**src/rtl/somador_pkg.sv**
```systemverilog
// Shared definitions for the bit-serial 8-bit adder: datapath width,
// bit-counter width and the sequencer state encoding.
package somador_pkg;

  // Operand / result width.
  localparam int unsigned WIDTH = 8;

  // Width of the bit counter that walks over the operand bits.
  localparam int unsigned CNT_W = 3;

  // Counter value at which the final (MSB) bit is processed.
  localparam logic [CNT_W-1:0] LAST_BIT = 3'd7;

  // Sequencer states: waiting, shifting bits through the adder cell,
  // and the single result-valid cycle.
  typedef enum logic [1:0] {
    IDLE  = 2'd0,
    SHIFT = 2'd1,
    DONE  = 2'd2
  } state_t;

  // True when the counter points at the last bit of the operands.
  function automatic logic is_last_bit(input logic [CNT_W-1:0] cnt);
    return (cnt == LAST_BIT);
  endfunction

endpackage

```
**src/rtl/somador_completo.sv**
```systemverilog
// One-bit combinational full adder. The serial adder instantiates a single
// copy and reuses it for every bit position, LSB first.
module somador_completo (
  input  logic A,
  input  logic B,
  input  logic C_in,
  output logic S,
  output logic C_out
);

  // Sum and carry of one bit position.
  always_comb begin
    S     = A ^ B ^ C_in;
    C_out = (A & B) | (A & C_in) | (B & C_in);
  end

endmodule

```
**src/rtl/somador_serial_8bits.sv**
```systemverilog
// Bit-serial 8-bit adder: {C_out,S} = A + B + C_in computed over eight
// cycles with one full-adder cell, LSB first, under a start/done handshake.
//
// Handshake: a request is accepted on a rising edge where start=1 and
// busy=0 (state IDLE or DONE); A, B and C_in are sampled only at that edge.
// busy stays high while bits are being processed and requests seen then are
// dropped. done is a one-cycle pulse during which S/C_out (and V) are new;
// they hold until the next completion.
//
// Optional feature: define SOMADOR_SERIAL_OVF_EN to add the signed overflow
// output V (carry into bit 7 XOR carry out of bit 7), registered with S.
//
// The sequencer state is kept in state_q for observation by checkers.
module somador_serial_8bits
  import somador_pkg::*;
(
  input  logic             clk,
  input  logic             rst_n,
  input  logic [WIDTH-1:0] A,
  input  logic [WIDTH-1:0] B,
  input  logic             C_in,
  input  logic             start,
  output logic [WIDTH-1:0] S,
  output logic             C_out,
  output logic             busy,
  output logic             done
`ifdef SOMADOR_SERIAL_OVF_EN
  ,
  output logic             V
`endif
);

  // Sequencer state.
  state_t state_q, state_d;

  // Bit counter and carry flop.
  logic [CNT_W-1:0] cnt_q, cnt_d;
  logic             carry_q, carry_d;

  // Operand shift registers and the sum accumulator (fills from the MSB).
  logic [WIDTH-1:0] opa_q, opa_d;
  logic [WIDTH-1:0] opb_q, opb_d;
  logic [WIDTH-1:0] acc_q, acc_d;

  // Result registers, updated only on completion.
  logic [WIDTH-1:0] s_q, s_d;
  logic             cout_q, cout_d;

`ifdef SOMADOR_SERIAL_OVF_EN
  logic             v_q, v_d;
`endif

  // Full-adder cell outputs for the bit currently being processed.
  logic fa_s;
  logic fa_cout;

  // A new request can be taken whenever no addition is in flight.
  logic accept;
  // The bit being processed this cycle is the MSB.
  logic last_bit;

  assign accept   = start && (state_q != SHIFT);
  assign last_bit = (state_q == SHIFT) && is_last_bit(cnt_q);

  somador_completo u_fa (
    .A     (opa_q[0]),
    .B     (opb_q[0]),
    .C_in  (carry_q),
    .S     (fa_s),
    .C_out (fa_cout)
  );

  // Next-state logic: IDLE/DONE start a new addition on request, SHIFT runs
  // until the last bit and then raises done for exactly one cycle.
  always_comb begin
    state_d = state_q;
    case (state_q)
      IDLE: begin
        if (accept) begin
          state_d = SHIFT;
        end
      end
      SHIFT: begin
        if (last_bit) begin
          state_d = DONE;
        end
      end
      DONE: begin
        if (accept) begin
          state_d = SHIFT;
        end else begin
          state_d = IDLE;
        end
      end
      default: begin
        state_d = IDLE;
      end
    endcase
  end

  // Datapath next values: load operands on accept, shift one bit per cycle
  // in SHIFT, and publish the result when the last bit is processed.
  always_comb begin
    cnt_d   = cnt_q;
    carry_d = carry_q;
    opa_d   = opa_q;
    opb_d   = opb_q;
    acc_d   = acc_q;
    s_d     = s_q;
    cout_d  = cout_q;
`ifdef SOMADOR_SERIAL_OVF_EN
    v_d     = v_q;
`endif

    if (accept) begin
      opa_d   = A;
      opb_d   = B;
      carry_d = C_in;
      cnt_d   = '0;
      acc_d   = '0;
    end else if (state_q == SHIFT) begin
      acc_d   = {fa_s, acc_q[WIDTH-1:1]};
      opa_d   = {1'b0, opa_q[WIDTH-1:1]};
      opb_d   = {1'b0, opb_q[WIDTH-1:1]};
      carry_d = fa_cout;
      cnt_d   = cnt_q + 3'd1;
      if (last_bit) begin
        s_d    = {fa_s, acc_q[WIDTH-1:1]};
        cout_d = fa_cout;
`ifdef SOMADOR_SERIAL_OVF_EN
        // carry_q is still the carry into bit 7 during the last bit.
        v_d    = carry_q ^ fa_cout;
`endif
      end
    end
  end

  // Sequencer state register.
  always_ff @(posedge clk or negedge rst_n) begin
    if (!rst_n) begin
      state_q <= IDLE;
    end else begin
      state_q <= state_d;
    end
  end

  // Datapath and result registers; reset aborts any addition in flight.
  always_ff @(posedge clk or negedge rst_n) begin
    if (!rst_n) begin
      cnt_q   <= '0;
      carry_q <= 1'b0;
      opa_q   <= '0;
      opb_q   <= '0;
      acc_q   <= '0;
      s_q     <= '0;
      cout_q  <= 1'b0;
    end else begin
      cnt_q   <= cnt_d;
      carry_q <= carry_d;
      opa_q   <= opa_d;
      opb_q   <= opb_d;
      acc_q   <= acc_d;
      s_q     <= s_d;
      cout_q  <= cout_d;
    end
  end

`ifdef SOMADOR_SERIAL_OVF_EN
  // Overflow flag, registered alongside the sum.
  always_ff @(posedge clk or negedge rst_n) begin
    if (!rst_n) begin
      v_q <= 1'b0;
    end else begin
      v_q <= v_d;
    end
  end

  assign V = v_q;
`endif

  assign S     = s_q;
  assign C_out = cout_q;
  assign busy  = (state_q == SHIFT);
  assign done  = (state_q == DONE);

endmodule

```
**config.mk**
```make
export PLATFORM = sky130hd
export DESIGN_NAME = somador_serial_8bits
export DESIGN_NICKNAME = d
export VERILOG_FILES = /design/src/rtl/somador_pkg.sv /design/src/rtl/somador_completo.sv /design/src/rtl/somador_serial_8bits.sv
export SDC_FILE = /design/constraint.sdc
export NUM_CORES = 1
export LEC_CHECK = 0
export CORE_MARGIN = 5
export CORE_UTILIZATION = 40
export CTS_CLUSTER_SIZE = 20
export DETAILED_ROUTE_END_ITERATION = 8
export GPL_ROUTABILITY_DRIVEN = 0
export PLACE_DENSITY = 0.69
export SYNTH_ARGS = -nofsm -noshare
export SYNTH_HDL_FRONTEND = slang
export SYNTH_HIERARCHICAL = 1
export SYNTH_SLANG_ARGS = --single-unit
```
**constraint.sdc**
```tcl
create_clock -name clk -period 4.3 [get_ports clk]
set_input_delay 0.645 -clock clk [delete_from_list [all_inputs] [get_ports clk]]
set_output_delay 0.645 -clock clk [all_outputs]
set_load 0.01 [all_outputs]
```
==> results of run 1 <==
per-layer routing:
metal,vias up,share of wire [%]
met3,6,5.6
met4,0,1.6
li1,468,-
met2,26,47
met5,-,0
met1,520,46
cell type report:
type	count	area, µm²	area share [%]
Clock buffer	7	76.3	3.46
Tap cell	52	65.1	2.95
Inverter	3	11.3	0.510
Multi-Input combinational cell	70	764	34.6
Sequential cell	38	951	43.1
Timing Repair Buffer	32	310	14.1
Clock inverter	1	30.0	1.36
state kept, by name, summed over array words and instances, names as in the netlist:
| signal | count |
|---|---|
| state_q | 2 |
| acc_q | 7 |
| opb_q | 8 |
| cnt_q | 3 |
| carry_q | 1 |
| S | 8 |
| opa_q | 8 |
| C_out | 1 |
power breakdown:
| group | switching (mW) | internal [mW] | total (mW) |
|---|---|---|---|
| sequential | 0.0933 | 0.512 | 0.606 |
| combinational | 0.203 | 0.367 | 0.570 |
| clock | 0.115 | 0.173 | 0.289 |
cells in the mapped netlist (2+ instances only):
cell type | n | share of area, %
nand2b_1 | 2 | 0.70
ha_1 | 2 | 1.4
inv_1 | 3 | 0.63
nor2_1 | 2 | 0.42
mux2_2 | 34 | 21
buf_6 | 3 | 1.9
mux2_4 | 14 | 12
dfrtp_1 | 38 | 53
buf_2 | 3 | 0.84
mux2i_1 | 3 | 1.7
nor2b_1 | 10 | 3.5
kinds of logic after synthesis:
logic type               Yosys count  synth area share (%)
adder cells (fa/ha/maj)            3                  2.51
AND/OR/NAND/NOR                   15                  5.02
AO/OA/AOI/OAI                      1                 0.349
flip-flops                        38                  53.0
buffers and inverters             10                  4.46
multiplexers                      51                  34.7
worst max-delay path: cells and delay by family, from the launching register on:
kind          cells  cell delay (ns)
buf+inv           3             0.98
flops             1             0.41
simple gates      1             0.08
stage by stage:
stage / cell area, µm² / cells / hold WS, ns
5_1_grt: 2210 / 203 / 0.533
3_3_place_gp: 2100 / 195 / 0.470
2_1_floorplan: 1800 / 118 / 0.349
3_5_place_dp: 2100 / 195 / 0.491
6_report: 2210 / 203 / 0.448
4_1_cts: 2210 / 203 / 0.491
worst paths after layout:
path	start	end	slack, ns
setup / recovery	state_q[0]	busy	1.89
max in group asynchronous	rst_n	opa_q[3]	3.32
min in group clk	cnt_q[0]	cnt_q[0]	0.50
setup reg to reg	cnt_q[0]	S[6]	2.57
hold reg to reg	cnt_q[0]	cnt_q[0]	0.50
hold / removal	rst_n	S[1]	0.45
==> out/results.md, run 1 <==
| Parameter | This run |
|---|---|
| Antenna violations before repair | 0 |
| Flops & latches, synth | 38 |
| Number of levels in the clock H-tree | 2 |
| Count of warnings emitted by yosys | 6 |
| Static Leakage | 1.03 nW |
| Clock transition time at the flip-flop clock pins of the worst setup and hold paths | 0.07 ns |
| Pre-antenna DRT Iters | 4 |
| CP max stage cell | clkdlybuf4s50_1 |
| Area overhead of the layout relative to synthesis | 23.0% |
| Fmax | 415 MHz |
| Layout cell share with drive strength beyond 1 | 37.7% |
| DIE HEIGHT | 77.0 µm |
| Number of top-level design ports | 31 |
| Total via count after detailed routing | 1020 |
| DR WL/cell | 15.1 µm |
| GRT met1 Usage | 14.6% |
| Largest stage delay on the critical path | 0.50 ns |
| Areal power density over the cells | 663 nW/µm² |
| Horizontal die dimension | 77.0 µm |
| Type of element capturing the critical path | primary output |
| Post-detailed-placement half-perimeter wirelength | 2.10 mm |
| Leading register cell type out of synthesis | dfrtp_1 |
| Post-synthesis sequential area ratio | 53.0% |
| Clock root cell | clkbuf_8 |
| Detailed router's first-iteration violation count | 54 |
| Vias/cell | 5.02 |
| Post-synthesis average cell area | 15.2 µm² |
| Global-route wire length before repair | 5.46 mm |
| Gr busiest metal | met2 |
| Synth unique cells | 15 |
| Final Worst Setup Slack | 1.89 ns |
| Final setup viols | 0 |
| Critical path cell sequence | nand2b_1 -> buf_4 -> inv_1 -> clkdlybuf4s50_1 |
| Proportion of synthesized flip-flops having asynchronous set or reset | 100% |
| Worst Path Required | 3.65 ns |
| Clock tree from TritonCTS | done |
| Cell count after synthesis | 118 |
| Sum of overflow across all layers after global routing | 0 |
| Clock insertion delay at the later pin of the skew report | 0.28 ns |
| Setup repair after global routing missed its margin | no |
| Final hold violation count | 0 |
| Via count of the first global-routing pass | 1132 |
| Commonest non-fill, non-tap cells in the layout | dfrtp_1 (38), mux2_2 (34), clkdlybuf4s50_1 (29) |
| Number of cell rows | 24 |
| Final antenna-violating net count | 0 |
| Number of input and output port buffers inserted | 30 |
| Total Neg Setup Slack | 0 ns |
| Floorplan Core Area | 4350 µm² |
| Post-cts sizing count | 0 |
| Fill cell total of the finished layout | 362 |
| Max-slew violation total from the final report | 0 |
| Measured slew at the worst slew-check pin | 0.829 ns |
| Initial Util | 41.2% |
| Post-CTS repair timing setup buffer count | 0 |
| DRC violations left | 0 |
| Number of maximum-capacitance constraint violations | 0 |
| Hold/Removal Path Class | in -> async |
| Critical-path maximum fanout | 27 |
| Core utilization of the finished layout | 50.7% |
| Quantity of hold-fixing buffers added after cts | 0 |
| Floorplan die area | 5930 µm² |
| Cell Area, Synth | 1800 µm² |
| Critical Path AT | 1.76 ns |
| Share of the clock period used by the worst path | 56.0% |
| Tot Pwr | 1.46 mW |
| TritonCTS buffer count | 5 |
| Combined global-route utilization of all metal layers | 11.5% |
| Number of nets in the layout | 173 |
| Relative slew margins | 44.7% |
| Met3 demand-to-capacity share in global routing | 4.33% |
| Status | finished, final reports clean |
| Met2 Usage GRT | 18.0% |
| Number of diodes | 0 |
| Minimum clock period | 2.41 ns |
| R2R depth | 4 |
| Synthesized Nets | 141 |
| Most common library cell in the layout ignoring fill and taps | dfrtp_1 |
| Post-synth EDFFs | 0 |
| Pin count of the biggest net entering global routing | 39 |
| CP Launch Type | register |
| Total clock sinks | 38 |
| Maximum vdd drop | 0.276 mV |
| Worst Setup Slack post-DPL | 2.08 ns |
| Largest buffer count on any clock path | 2 |
| Type of the worst setup path | reg -> out |
| Final setup skew | 0.00482 ns |
| Total Wirelength | 3.07 mm |
No activity file was read; power rests on OpenSTA's default activity.
==> run 2, diff against run 1 <==
PLACE_DENSITY = 0.72   (was 0.69)
clock period = 2.2 ns   (was 4.3 ns; I/O delays follow)
==> run 2 against run 1 <==
  * Critical path depth is 1 lower
  * Global-route usage decreased by 0.096 points
  * Via count is 3.0% lower
  * Worst setup slack got worse by 1.5 ns
  * Largest power group unchanged
  * Flip-flop and latch count did not move
  * Critical endpoint unchanged
  * Cell area is 0.11% lower
  * Sequential share of layout area about the same
  * Highest routed layer unchanged
  * Critical path type unchanged
  * First-iteration DRC count down 13%
==> out/results.md, run 2 (synthesized netlist as in run 1, its figures left out) <==
| Parameter | This run | vs previous |
|---|---|---|
| Status | finished, final reports clean |  |
| Clock tree from TritonCTS | done |  |
| Vias/cell | 4.87 | -3.0% |
| Final antenna-violating net count | 0 | unchanged |
| Number of top-level design ports | 31 | unchanged |
| Minimum clock period | 1.84 ns |  |
| Largest stage delay on the critical path | 0.54 ns | +0.04 ns |
| Final setup skew | 0.00270 ns | -0.00211 ns |
| Floorplan Core Area | 4350 µm² | unchanged |
| Total Wirelength | 3.05 mm | -0.42% |
| Total Neg Setup Slack | 0 ns | unchanged |
| Areal power density over the cells | 1250 nW/µm² | +88% |
| Worst Path Required | 1.87 ns | -1.78 ns |
| Quantity of hold-fixing buffers added after cts | 0 | unchanged |
| Critical Path AT | 1.51 ns | -0.25 ns |
| TritonCTS buffer count | 5 | unchanged |
| Via count of the first global-routing pass | 1093 | -3.4% |
| Layout cell share with drive strength beyond 1 | 38.4% | +0.66 points |
| Clock transition time at the flip-flop clock pins of the worst setup and hold paths | 0.07 ns | about the same |
| Post-cts sizing count | 0 | unchanged |
| Measured slew at the worst slew-check pin | 0.828 ns | -0.00111 ns |
| Non-Filler Cell Area, Final | 2210 µm² | -0.11% |
| Clock root cell | clkbuf_8 |  |
| Commonest non-fill, non-tap cells in the layout | dfrtp_1 (38), mux2_2 (34), clkdlybuf4s50_1 (29) |  |
| Number of diodes | 0 | unchanged |
| Static Leakage | 1.03 nW | about the same |
| Final setup viols | 0 | unchanged |
| Antenna violations before repair | 0 | unchanged |
| Final hold violation count | 0 | unchanged |
| Maximum vdd drop | 0.523 mV | +89% |
| Post-detailed-placement half-perimeter wirelength | 2.12 mm | +0.98% |
| Post-placement cell area | 2110 µm² | +0.60% |
| Horizontal die dimension | 77.0 µm | unchanged |
| Total via count after detailed routing | 989 | -3.0% |
| Type of the worst setup path | reg -> out |  |
| DRC violations left | 0 | unchanged |
| DIE HEIGHT | 77.0 µm | unchanged |
| Clock insertion delay at the later pin of the skew report | 0.29 ns | about the same |
| Number of input and output port buffers inserted | 30 | unchanged |
| Register-to-register path setup slack | 0.48 ns | -2.09 ns |
| Floorplan die area | 5930 µm² | unchanged |
| Combined global-route utilization of all metal layers | 11.4% | -0.096 points |
| Relative slew margins | 44.8% | +0.074 points |
| Largest buffer count on any clock path | 2 | unchanged |
| Type of element capturing the critical path | primary output |  |
| Min Hold Slack | 0.139 ns | -0.309 ns |
| Initial Util | 41.2% | unchanged |
| Most common library cell in the layout ignoring fill and taps | dfrtp_1 |  |
| Fmax | 544 MHz |  |
| Critical path cell sequence | nand2b_1 -> inv_1 -> clkdlybuf4s50_1 |  |
| Max-slew violation total from the final report | 0 | unchanged |
| Hold/Removal Path Class | in -> async |  |
| Critical path buffer and inverter count | 2 | -1 |
| Setup repair after global routing missed its margin | no |  |
| Area overhead of the layout relative to synthesis | 22.9% |  |
| DR WL/cell | 15.0 µm | -0.42% |
| Tot Pwr | 2.76 mW | +88% |
| Kind of cell adding the most delay to the critical path | buffers and inverters |  |
| Sum of overflow across all layers after global routing | 0 | unchanged |
| CP Launch Type | register |  |
| Total clock sinks | 38 | unchanged |
| Share of the clock period used by the worst path | 83.6% |  |
| Number of nets in the layout | 173 | unchanged |
| Number of levels in the clock H-tree | 2 | unchanged |
| Global-route wire length before repair | 5.33 mm | -2.5% |
| CP max stage cell | clkdlybuf4s50_1 |  |
| Pin count of the biggest net entering global routing | 39 | unchanged |
| Post-CTS repair timing setup buffer count | 0 | unchanged |
| Critical-path maximum fanout | 3 | -89% |
| Pre-antenna DRT Iters | 3 | -1 |
| Detailed router's first-iteration violation count | 47 | -13% |
| Number of maximum-capacitance constraint violations | 0 | unchanged |
| Number of cell rows | 24 | unchanged |
[run 2: cell types whose count changed in the layout (fill, tap and decap cells not counted)]
cell | previous run | this run
clkbuf_8 | 5 | 6
bufinv_16 | 1 | 0
buf_4 | 2 | 1
clkinv_2 | 0 | 1
buf_12 | 0 | 1
clkbuf_1 | 2 | 1
[run 2: final cells by class]
type                    count  area, µm²
flip-flops and latches     38        951
clock buffers               7       86.3
inverters                   3       11.3
fillers                   376       2150
multi-input cells          70        764
clock inverters             1       5.00
well taps                  52       65.1
repair buffers             32        323
[run 2: power breakdown]
part           switching, mW  total, mW  internal [mW]  leakage (nW)
registers              0.173       1.17           1.00         0.486
clock network          0.232      0.485          0.253        0.0482
logic                  0.382       1.10          0.714         0.492
total                  0.787       2.76           1.97          1.03
[run 2: layer usage]
metal,track usage [%],share of wire (%),up-vias
met4,4.64,1.8,0
li1,-,-,467
met2,16.4,44,27
met1,14.8,47,489
met3,5.50,6.5,6
met5,0,0,-
[run 2: final timing paths]
kind / start / endpoint / cells after the start
max: state_q[1] / busy / 3
min: rst_n / S[2] / 1
max reg2reg: cnt_q[0] / S[1] / 4
min reg2reg: cnt_q[0] / cnt_q[0] / 1
max in group asynchronous: rst_n / opa_q[2] / 1
min in group clk: cnt_q[0] / cnt_q[0] / 1
[run 2: stage by stage]
stage          std cells  worst slack [ns]  utilization (%)
2_1_floorplan        118             0.725                -
3_3_place_gp         195             0.437             48.6
3_5_place_dp         195             0.388             48.6
4_1_cts              203             0.345             50.7
5_1_grt              203             0.273             50.7
6_report             203             0.360             50.7
